## src/rtl/real_arb_pkg.sv

```systemverilog
// Shared helpers for real_add_arb: id sizing, fixed-point align/add/clip and
// the sticky limit of the clip counter.
package real_arb_pkg;

  localparam logic [15:0] SAT_COUNT_MAX = 16'hFFFF;

  typedef struct packed {
    logic signed [63:0] val;
    logic               sat;
  } clip_t;

  function automatic int id_width(input int n);
    return (n > 1) ? $clog2(n) : 1;
  endfunction

  // Positive exponent difference is an exact left shift; negative one floors.
  function automatic logic signed [63:0] align(input logic signed [63:0] x,
                                               input int x_exp, input int c_exp);
    int sh;
    sh = x_exp - c_exp;
    if (sh >= 0) return x <<< sh;
    else return x >>> (-sh);
  endfunction

  // Operands arrive already sign-extended from their own widths to 64 bits.
  function automatic clip_t add_align_clip(input logic signed [63:0] a, input int a_exp,
                                           input logic signed [63:0] b, input int b_exp,
                                           input int c_width, input int c_exp);
    logic signed [63:0] sum;
    logic signed [63:0] lim;
    clip_t r;
    sum   = align(a, a_exp, c_exp) + align(b, b_exp, c_exp);
    lim   = 64'sd1 <<< (c_width - 1);
    r.val = sum;
    r.sat = 1'b0;
    if (sum > lim - 64'sd1) begin
      r.val = lim - 64'sd1;
      r.sat = 1'b1;
    end else if (sum < -lim) begin
      r.val = -lim;
      r.sat = 1'b1;
    end
    return r;
  endfunction

endpackage

```

## src/rtl/rr_arbiter.sv

```systemverilog
// Round-robin grant: lowest requesting index at or after ptr, ptr moves past
// the winner. No grant is issued while en is low.
module rr_arbiter
  import real_arb_pkg::*;
#(
  parameter int N_REQ = 4
) (
  input  logic                          clk,
  input  logic                          rst,
  input  logic                          en,
  input  logic [N_REQ-1:0]              req,
  output logic [N_REQ-1:0]              grant,
  output logic [id_width(N_REQ)-1:0]    grant_id
);

  localparam int ID_W = id_width(N_REQ);

  logic [ID_W-1:0] ptr;
  logic            found;
  int              idx;

  always_comb begin
    grant    = '0;
    grant_id = '0;
    found    = 1'b0;
    idx      = 0;
    if (en) begin
      for (int k = 0; k < N_REQ; k++) begin
        idx = (int'(ptr) + k) % N_REQ;
        if (!found && req[idx]) begin
          found      = 1'b1;
          grant[idx] = 1'b1;
          grant_id   = ID_W'(idx);
        end
      end
    end
  end

  always_ff @(posedge clk) begin
    if (rst) begin
      ptr <= '0;
    end else if (found) begin
      ptr <= ID_W'((int'(grant_id) + 1) % N_REQ);
    end
  end

endmodule

```

## src/rtl/real_add_arb.sv

```systemverilog
// N requesters share one fixed-point adder: round-robin grant into S1,
// aligned and clipped sum registered in S2 with ready/valid backpressure.
module real_add_arb
  import real_arb_pkg::*;
#(
  parameter int N_REQ   = 4,
  parameter int A_WIDTH = 16,
  parameter int A_EXP   = -8,
  parameter int B_WIDTH = 17,
  parameter int B_EXP   = -9,
  parameter int C_WIDTH = 18,
  parameter int C_EXP   = -10
) (
  input  logic                          clk,
  input  logic                          rst,
  input  logic [N_REQ-1:0]              req_valid,
  output logic [N_REQ-1:0]              req_ready,
  input  logic [N_REQ*A_WIDTH-1:0]      req_a,
  input  logic [N_REQ*B_WIDTH-1:0]      req_b,
  output logic                          out_valid,
  input  logic                          out_ready,
  output logic [C_WIDTH-1:0]            out_c,
  output logic [id_width(N_REQ)-1:0]    out_id,
  output logic                          out_sat,
  output logic [15:0]                   sat_count,
  output logic                          busy
);

  localparam int ID_W = id_width(N_REQ);

  logic                      s1_valid;
  logic signed [A_WIDTH-1:0] s1_a;
  logic signed [B_WIDTH-1:0] s1_b;
  logic [ID_W-1:0]           s1_id;
  logic                      s2_load;
  logic                      s1_adv;
  logic [N_REQ-1:0]          grant;
  logic [ID_W-1:0]           grant_id;
  logic [A_WIDTH-1:0]        sel_a;
  logic [B_WIDTH-1:0]        sel_b;
  clip_t                     res;

  assign s2_load   = !out_valid || out_ready;
  assign s1_adv    = !s1_valid || s2_load;
  assign req_ready = grant;
  assign busy      = s1_valid || out_valid;

  rr_arbiter #(.N_REQ(N_REQ)) u_arb (
    .clk      (clk),
    .rst      (rst),
    .en       (s1_adv && !rst),
    .req      (req_valid),
    .grant    (grant),
    .grant_id (grant_id)
  );

  always_comb begin
    sel_a = '0;
    sel_b = '0;
    for (int i = 0; i < N_REQ; i++) begin
      if (grant[i]) begin
        sel_a = req_a[i*A_WIDTH +: A_WIDTH];
        sel_b = req_b[i*B_WIDTH +: B_WIDTH];
      end
    end
  end

  assign res = add_align_clip(64'(s1_a), A_EXP, 64'(s1_b), B_EXP, C_WIDTH, C_EXP);

  always_ff @(posedge clk) begin
    if (rst) begin
      s1_valid <= 1'b0;
      s1_a     <= '0;
      s1_b     <= '0;
      s1_id    <= '0;
    end else if (s1_adv) begin
      s1_valid <= |grant;
      s1_a     <= sel_a;
      s1_b     <= sel_b;
      s1_id    <= grant_id;
    end
  end

  // Payload only updates on a real entry so a bubble leaves the last result visible.
  always_ff @(posedge clk) begin
    if (rst) begin
      out_valid <= 1'b0;
      out_c     <= '0;
      out_id    <= '0;
      out_sat   <= 1'b0;
    end else if (s2_load) begin
      out_valid <= s1_valid;
      if (s1_valid) begin
        out_c   <= C_WIDTH'(res.val);
        out_id  <= s1_id;
        out_sat <= res.sat;
      end
    end
  end

  always_ff @(posedge clk) begin
    if (rst) begin
      sat_count <= '0;
    end else if (out_valid && out_ready && out_sat && sat_count != SAT_COUNT_MAX) begin
      sat_count <= sat_count + 16'd1;
    end
  end

endmodule

```

## config.mk

```make
export PLATFORM = sky130hd
export DESIGN_NAME = real_add_arb
export DESIGN_NICKNAME = d
export VERILOG_FILES = /design/src/rtl/real_arb_pkg.sv /design/src/rtl/rr_arbiter.sv /design/src/rtl/real_add_arb.sv
export SDC_FILE = /design/constraint.sdc
export NUM_CORES = 1
export LEC_CHECK = 0
export ABC_AREA = 1
export CORE_UTILIZATION = 51
export CTS_BUF_LIST = sky130_fd_sc_hd__clkbuf_16
export DETAILED_ROUTE_END_ITERATION = 6
export PLACE_DENSITY = 0.95
export SLEW_MARGIN = 20
export SYNTH_ARGS = -nofsm -noshare
export SYNTH_HDL_FRONTEND = slang
export SYNTH_SLANG_ARGS = --single-unit
```

## constraint.sdc

```tcl
create_clock -name clk -period 4.9 [get_ports clk]
set_input_delay 0.49 -clock clk [delete_from_list [all_inputs] [get_ports clk]]
set_output_delay 0.49 -clock clk [all_outputs]
set_load 0.01 [all_outputs]
```

==> results.json, run 1 <==
{
  "fin_skew_ns": 0.0101,
  "layout.nets": 1248,
  "arrival_ns": 3.79,
  "synthMuxAreaShare_pct": 0,
  "synth.distinct_cells": 42,
  "clockBufferDepth": 2,
  "pwr-share-seq_pct": 23.2,
  "worst_pin_slew_ns": 0.933,
  "grt_pass1_wl_mm": 28.9,
  "setup_violations": 0,
  "first_global_vias": 6241,
  "async_flop_share_pct": 0,
  "hold_class": "flip-flop to flip-flop",
  "status": "finished clean",
  "pwr_density_cell_mw_per_mm2": 555,
  "yosys_register_bits": 76,
  "syn_nets": 1099,
  "vias": 6641,
  "grt.met2_usage_pct": 54.2,
  "final_max_slew_viol_count": 0,
  "reg2regPathDepth": 15,
  "synth_seq_area_share_pct": 26.7,
  "holdWs_ns": 0.465,
  "viasPerCell": 5.42,
  "synth_xor_area_share_pct": 1.53,
  "syn2layout_area_growth_pct": 36.9,
  "drt_iter0_markers": 574,
  "clock_latency_ns": 0.34,
  "placedCellCount": 1209,
  "drive_gt1_share_pct": 5.90,
  "ctsRootBufferMaster": "clkbuf_16",
  "io_pins": 182,
  "synthCells": 931,
  "cts_sinks": 76,
  "postCtsSetupRepairBufs": 0,
  "cp-end-kind": "primary output",
  "die-height_um": 108,
  "synth_area_per_cell_um2": 6.13,
  "first_pass_iters": 6,
  "switching_power_mw": 2.08,
  "core_area_mm2": 0.0109,
  "wire_per_inst_um": 14.9,
  "routed_wirelength_mm": 18.2,
  "grt_max_degree": 60,
  "rows": 38,
  "synth_top_family_by_area": "simple AND/OR/NAND/NOR gates",
  "pwr-share-comb_pct": 60.1,
  "antenna_found_initial": 0,
  "dp_hpwl_mm": 13.8,
  "clkSlewWorstSetupHoldPaths_ns": 0.06,
  "antenna_cells": 0,
  "whs_path_depth": 2,
  "ir_drop_mv": 0.307,
  "power_mw": 4.34,
  "hold_buffers": 0,
  "p_leak_nw": 3.42,
  "place.gp.congestion": 0.990,
  "synth-main-ff-cell": "dfxtp_1",
  "synth-compound-area-share_pct": 17.4,
  "worstSetupPathType": "flip-flop to primary output",
  "yosysTopAreaCellShare_pct": 26.7,
  "cts_tree": "built",
  "cts-resized-gates": 0,
  "layout_commonest_cell": "nand2_1",
  "synth_simple_gate_area_share_pct": 34.9,
  "cap_violations": 0,
  "io_buffers": 181,
  "place_ws_ns": 1.05,
  "mostFrequentLayoutCells": "261 x nand2_1, 180 x clkdlybuf4s50_1, 124 x nand3_1",
  "synth_top_cell_by_area": "dfxtp_1",
  "dieArea_mm2": 0.0116,
  "synth_edf_count": 0,
  "grt.busiest_layer": "met2",
  "finalSetupTns_ns": 0,
  "finalWorstSetupSlack_ns": 0.625,
  "detail-route-antenna-nets": 0,
  "period_needed_ns": 4.28,
  "swShare_pct": 47.9,
  "rsz0062_at_grt": "no",
  "crit_path_max_fanout": 37,
  "synthAdderAreaFrac_pct": 6.49,
  "cts_buffers": 9,
  "synth_area_leaders": "dfxtp_1 27%, nand2_1 17%, nand3_1 11%, inv_1 7.3%, ha_1 6.1%",
  "met3_usage_pct": 6.36,
  "stdcell_count": 1225,
  "syn_area_mm2": 0.00571,
  "start_util_pct": 52.4,
  "met1_usage_pct": 37.8,
  "hold_viol": 0,
  "clkPwrFrac_pct": 16.7,
  "drcViolationCount": 0,
  "num-fill-cells": 907,
  "intPower_mw": 2.26,
  "yosys_warnings": 0,
  "fin_crit_sh_pct": 87.2,
  "critPathLaunchType": "flip-flop",
  "die-width_um": 108,
  "cp.required_ns": 4.41,
  "cts_max_level": 3,
  "slew_headroom_pct": 37.7,
  "fmax_mhz": 234,
  "grt.overflow.total": 0,
  "grt_usage_pct": 31.8
}
[Yosys cell counts, types with 8 or more instances]
library cell,count
a21oi_1,61
ha_1,28
a31oi_1,14
dfxtp_1,76
inv_2,16
clkbuf_1,26
o21ai_1,52
nand3_1,124
o21ai_0,28
nor2_1,32
buf_2,11
inv_1,111
nand2_1,262
buf_4,8
xor2_1,8
[layer usage]
metal  share of wire, %  vias to the layer above
li1                   -                     3330
met1                 41                     2940
met2                 47                      320
met3                7.6                       51
met4                4.0                        0
met5                  0                        -
[sequential cells by signal (all words and copies together) (netlist names), 2 cells and up]
name / flops
s1_a: 16
u_arb.ptr: 2
s1_b: 17
sat_count: 16
out_id: 2
s1_id: 2
out_c: 18
[metrics by stage]
step           instance area (um^2)  utilization, %
5_1_grt                        7810            71.7
2_1_floorplan                  5710               -
3_5_place_dp                   7490            68.8
4_1_cts                        7810            71.7
6_report                       7810            71.7
3_3_place_gp                   7490            68.8
[area by class of cell]
class                           instances  area [um^2]  area share, %
Clock inverter                          7         98.8           1.27
Sequential cell                        76         1520           19.5
Clock buffer                            9          225           2.88
Multi-Input combinational cell        677         3450           44.1
Tap cell                              140          175           2.24
Inverter                              127          477           6.10
Timing Repair Buffer                  189         1870           23.9
[power by group through the flow]
| stage | Combinational [mW] | Sequential, mW | Clock, mW |
|---|---|---|---|
| 3_5_place_dp | 2.54 | 1.01 | 0 |
| 5_1_grt | 2.90 | 1.03 | 0.752 |
| 4_1_cts | 2.57 | 0.999 | 0.726 |
| 6_report | 2.61 | 1.01 | 0.723 |
| 2_1_floorplan | 1.81 | 0.995 | 0 |
| 3_3_place_gp | 2.52 | 1.00 | 0 |
[critical path: stages, from the launching register on]
cell	delay, ns
dfxtp_1	0.57
inv_2	0.19
ha_1	0.41
inv_1	0.12
nand3_1	0.10
nand2_2	0.12
nand2_2	0.09
nor2_2	0.09
nand2_2	0.09
inv_2	0.07
nand2_1	0.05
nand2_2	0.48
nand2_4	0.41
inv_1	0.13
clkdlybuf4s50_1	0.54
[logic make-up (layout without fill, tap and decap cells)]
logic type | after synthesis | in the layout
simple gates | 458 | 458
buf+inv | 178 | 332
compound gates | 180 | 180
flops | 76 | 76
fa+ha+maj | 29 | 29
xor+xnor | 10 | 10
[path summary, 6_finish.rpt]
| path | start | to | slack, ns |
|---|---|---|---|
| worst max register to register | u_arb.ptr[0] | s1_b[12] | 1.49 |
| worst min-delay path | s1_id[1] | s1_id[1] | 0.46 |
| worst max-delay path | u_arb.ptr[0] | req_ready[2] | 0.62 |
| worst min register to register | s1_id[1] | s1_id[1] | 0.46 |
Note: power is estimated with default switching activity, not from simulation.
==> run 2, diff against run 1 <==
CORE_MARGIN = 2   (was default)
GPL_TIMING_DRIVEN = 1   (was default)
==> run 2 against run 1 <==
Clock power down 6.5%; clock skew shrank 0.0029 ns; via count decreased by 0.24%.
==> results.json, run 2 (synthesized netlist as in run 1, its figures left out) <==
{
  "postCtsSetupRepairBufs": 0,
  "slowest_stage": "dfxtp_1",
  "mostFrequentLayoutCells": "261 x nand2_1, 180 x clkdlybuf4s50_1, 124 x nand3_1",
  "ir_drop_mv": 0.332,
  "io_buffers": 181,
  "die-height_um": 110,
  "hold_buffers": 0,
  "rows": 38,
  "grt.overflow.total": 0,
  "viasPerCell": 5.40,
  "cts_tree": "built",
  "cts-resized-gates": 0,
  "cp.required_ns": 4.41,
  "setup_violations": 0,
  "worstSetupPathType": "flip-flop to primary output",
  "cp_cell_sequence": "inv_2 > ha_1 > inv_1 > nand3_1 > nand2_2 > nand2_2 > nor2_2 > nand2_2 > inv_2 > nand2_1 > nand2_2 > nand2_4 > inv_1 > clkdlybuf4s50_1",
  "critPathMaxStageDelay_ns": 0.56,
  "cpMostUsedCell": "nand2_2",
  "grt_usage_pct": 31.1,
  "swShare_pct": 48.8,
  "switching_power_mw": 2.11,
  "cap_violations": 0,
  "drcViolationCount": 0,
  "wire_per_inst_um": 14.8,
  "finalSetupTns_ns": 0,
  "reg2reg_slack_ns": 1.50,
  "slew_headroom_pct": 55.1,
  "drive_gt1_share_pct": 6.08,
  "die-width_um": 110,
  "start_util_pct": 52.4,
  "pwr-share-comb_pct": 61.2,
  "r2r_start": "u_arb.ptr[0]",
  "pwr-share-seq_pct": 23.1,
  "drt_iter0_markers": 551,
  "grt_max_degree": 65,
  "fin_skew_ns": 0.00721,
  "clkPwrFrac_pct": 15.7,
  "detail-route-antenna-nets": 0,
  "fin_crit_sh_pct": 86.9,
  "worst_pin_slew_ns": 0.672,
  "cts_buffers": 9,
  "critPathLaunchType": "flip-flop",
  "hold_class": "flip-flop to flip-flop",
  "regMostFlops": "out_c",
  "grt_pass1_wl_mm": 29.3,
  "first_global_vias": 6154,
  "antenna_found_initial": 0,
  "clkSlewWorstSetupHoldPaths_ns": 0.06,
  "dieArea_mm2": 0.0121,
  "largest_register_ffs": 18,
  "layout.nets": 1249,
  "hp-start": "out_c[0]",
  "io_pins": 182,
  "r2r_end": "s1_b[12]",
  "place.gp.congestion": 1.00,
  "clockBufferDepth": 2,
  "clock_latency_ns": 0.34,
  "min_to": "out_c[0]",
  "routed_wirelength_mm": 18.2,
  "rsz0062_at_grt": "no",
  "hold_viol": 0,
  "vias": 6625,
  "first_pass_iters": 5,
  "cts_max_level": 3,
  "syn2layout_area_growth_pct": 36.6,
  "final_max_slew_viol_count": 0,
  "pwr_density_cell_mw_per_mm2": 554,
  "antenna_cells": 0,
  "cts_sinks": 76,
  "reg.largest.list": "out_c x18, s1_b x17",
  "intPower_mw": 2.21,
  "reg2regPathDepth": 15,
  "layout_commonest_cell": "nand2_1",
  "crit_path_max_fanout": 37,
  "arrival_ns": 3.77,
  "fmax_mhz": 235,
  "whs_path_depth": 2,
  "final_util_pct": 71.6,
  "status": "finished clean",
  "core_area_mm2": 0.0109,
  "p_leak_nw": 3.40,
  "dp_hpwl_mm": 13.7,
  "period_needed_ns": 4.26,
  "cp-end-kind": "primary output",
  "ctsRootBufferMaster": "clkbuf_16"
}
run 2: how the worst max path moves through the flow:
stage	to	slack, ns	start	depth (start not counted)
3_3_place_gp	req_ready[2]	1.04	u_arb.ptr[0]	14
6_report	req_ready[2]	0.64	u_arb.ptr[0]	14
4_1_cts	req_ready[2]	0.65	u_arb.ptr[0]	14
5_1_grt	req_ready[2]	0.37	u_arb.ptr[0]	14
2_1_floorplan	out_c[9]	2.15	s1_a[0]	15
3_5_place_dp	req_ready[2]	1.02	u_arb.ptr[0]	14
run 2: power by group through the flow:
stage	Clock, mW	Sequential (mW)	Combinational [mW]
2_1_floorplan	0	0.995	1.81
3_3_place_gp	0	0.997	2.56
3_5_place_dp	0	0.999	2.59
4_1_cts	0.677	0.990	2.60
5_1_grt	0.709	1.02	2.95
6_report	0.676	0.996	2.64
run 2: stage by stage:
stage	area, um^2	hold WS, ns	cells	power, mW	worst slack, ns
6_report	7790	0.464	1226	4.31	0.642
5_1_grt	7790	0.484	1226	4.68	0.365
4_1_cts	7790	0.465	1226	4.27	0.650
3_5_place_dp	7490	0.455	1210	3.59	1.02
3_3_place_gp	7490	0.453	1210	3.56	1.04
2_1_floorplan	5710	0.445	931	2.81	2.15
run 2: worst max-delay path, delay by kind of cell, from the launching register on:
kind | cells | cell delay [ns]
simple gates | 8 | 1.45
fa+ha+maj | 1 | 0.39
flops | 1 | 0.56
buf+inv | 5 | 1.03
run 2: layout make-up:
cell class / count / area, um^2
Clock inverter: 7 / 75.1
Sequential cell: 76 / 1520
Timing Repair Buffer: 190 / 1870
Fill cell: 912 / 3090
Multi-Input combinational cell: 677 / 3450
Inverter: 127 / 477
Tap cell: 140 / 175
Clock buffer: 9 / 225
run 2: metal layers:
layer,up-vias,global-route usage (%),part of all wire (%)
met1,2953,39.8,42
met4,0,12.8,2.8
li1,3336,-,-
met5,-,0,0
met3,39,5.69,7.2
met2,297,51.1,48
==> run 3, diff against run 2 <==
SKIP_CTS_REPAIR_TIMING = 1   (was default)
TNS_END_PERCENT = 5   (was default)
==> results of run 3 <==
Same layout as run 2: the final DEF is identical, and so are final timing and power.
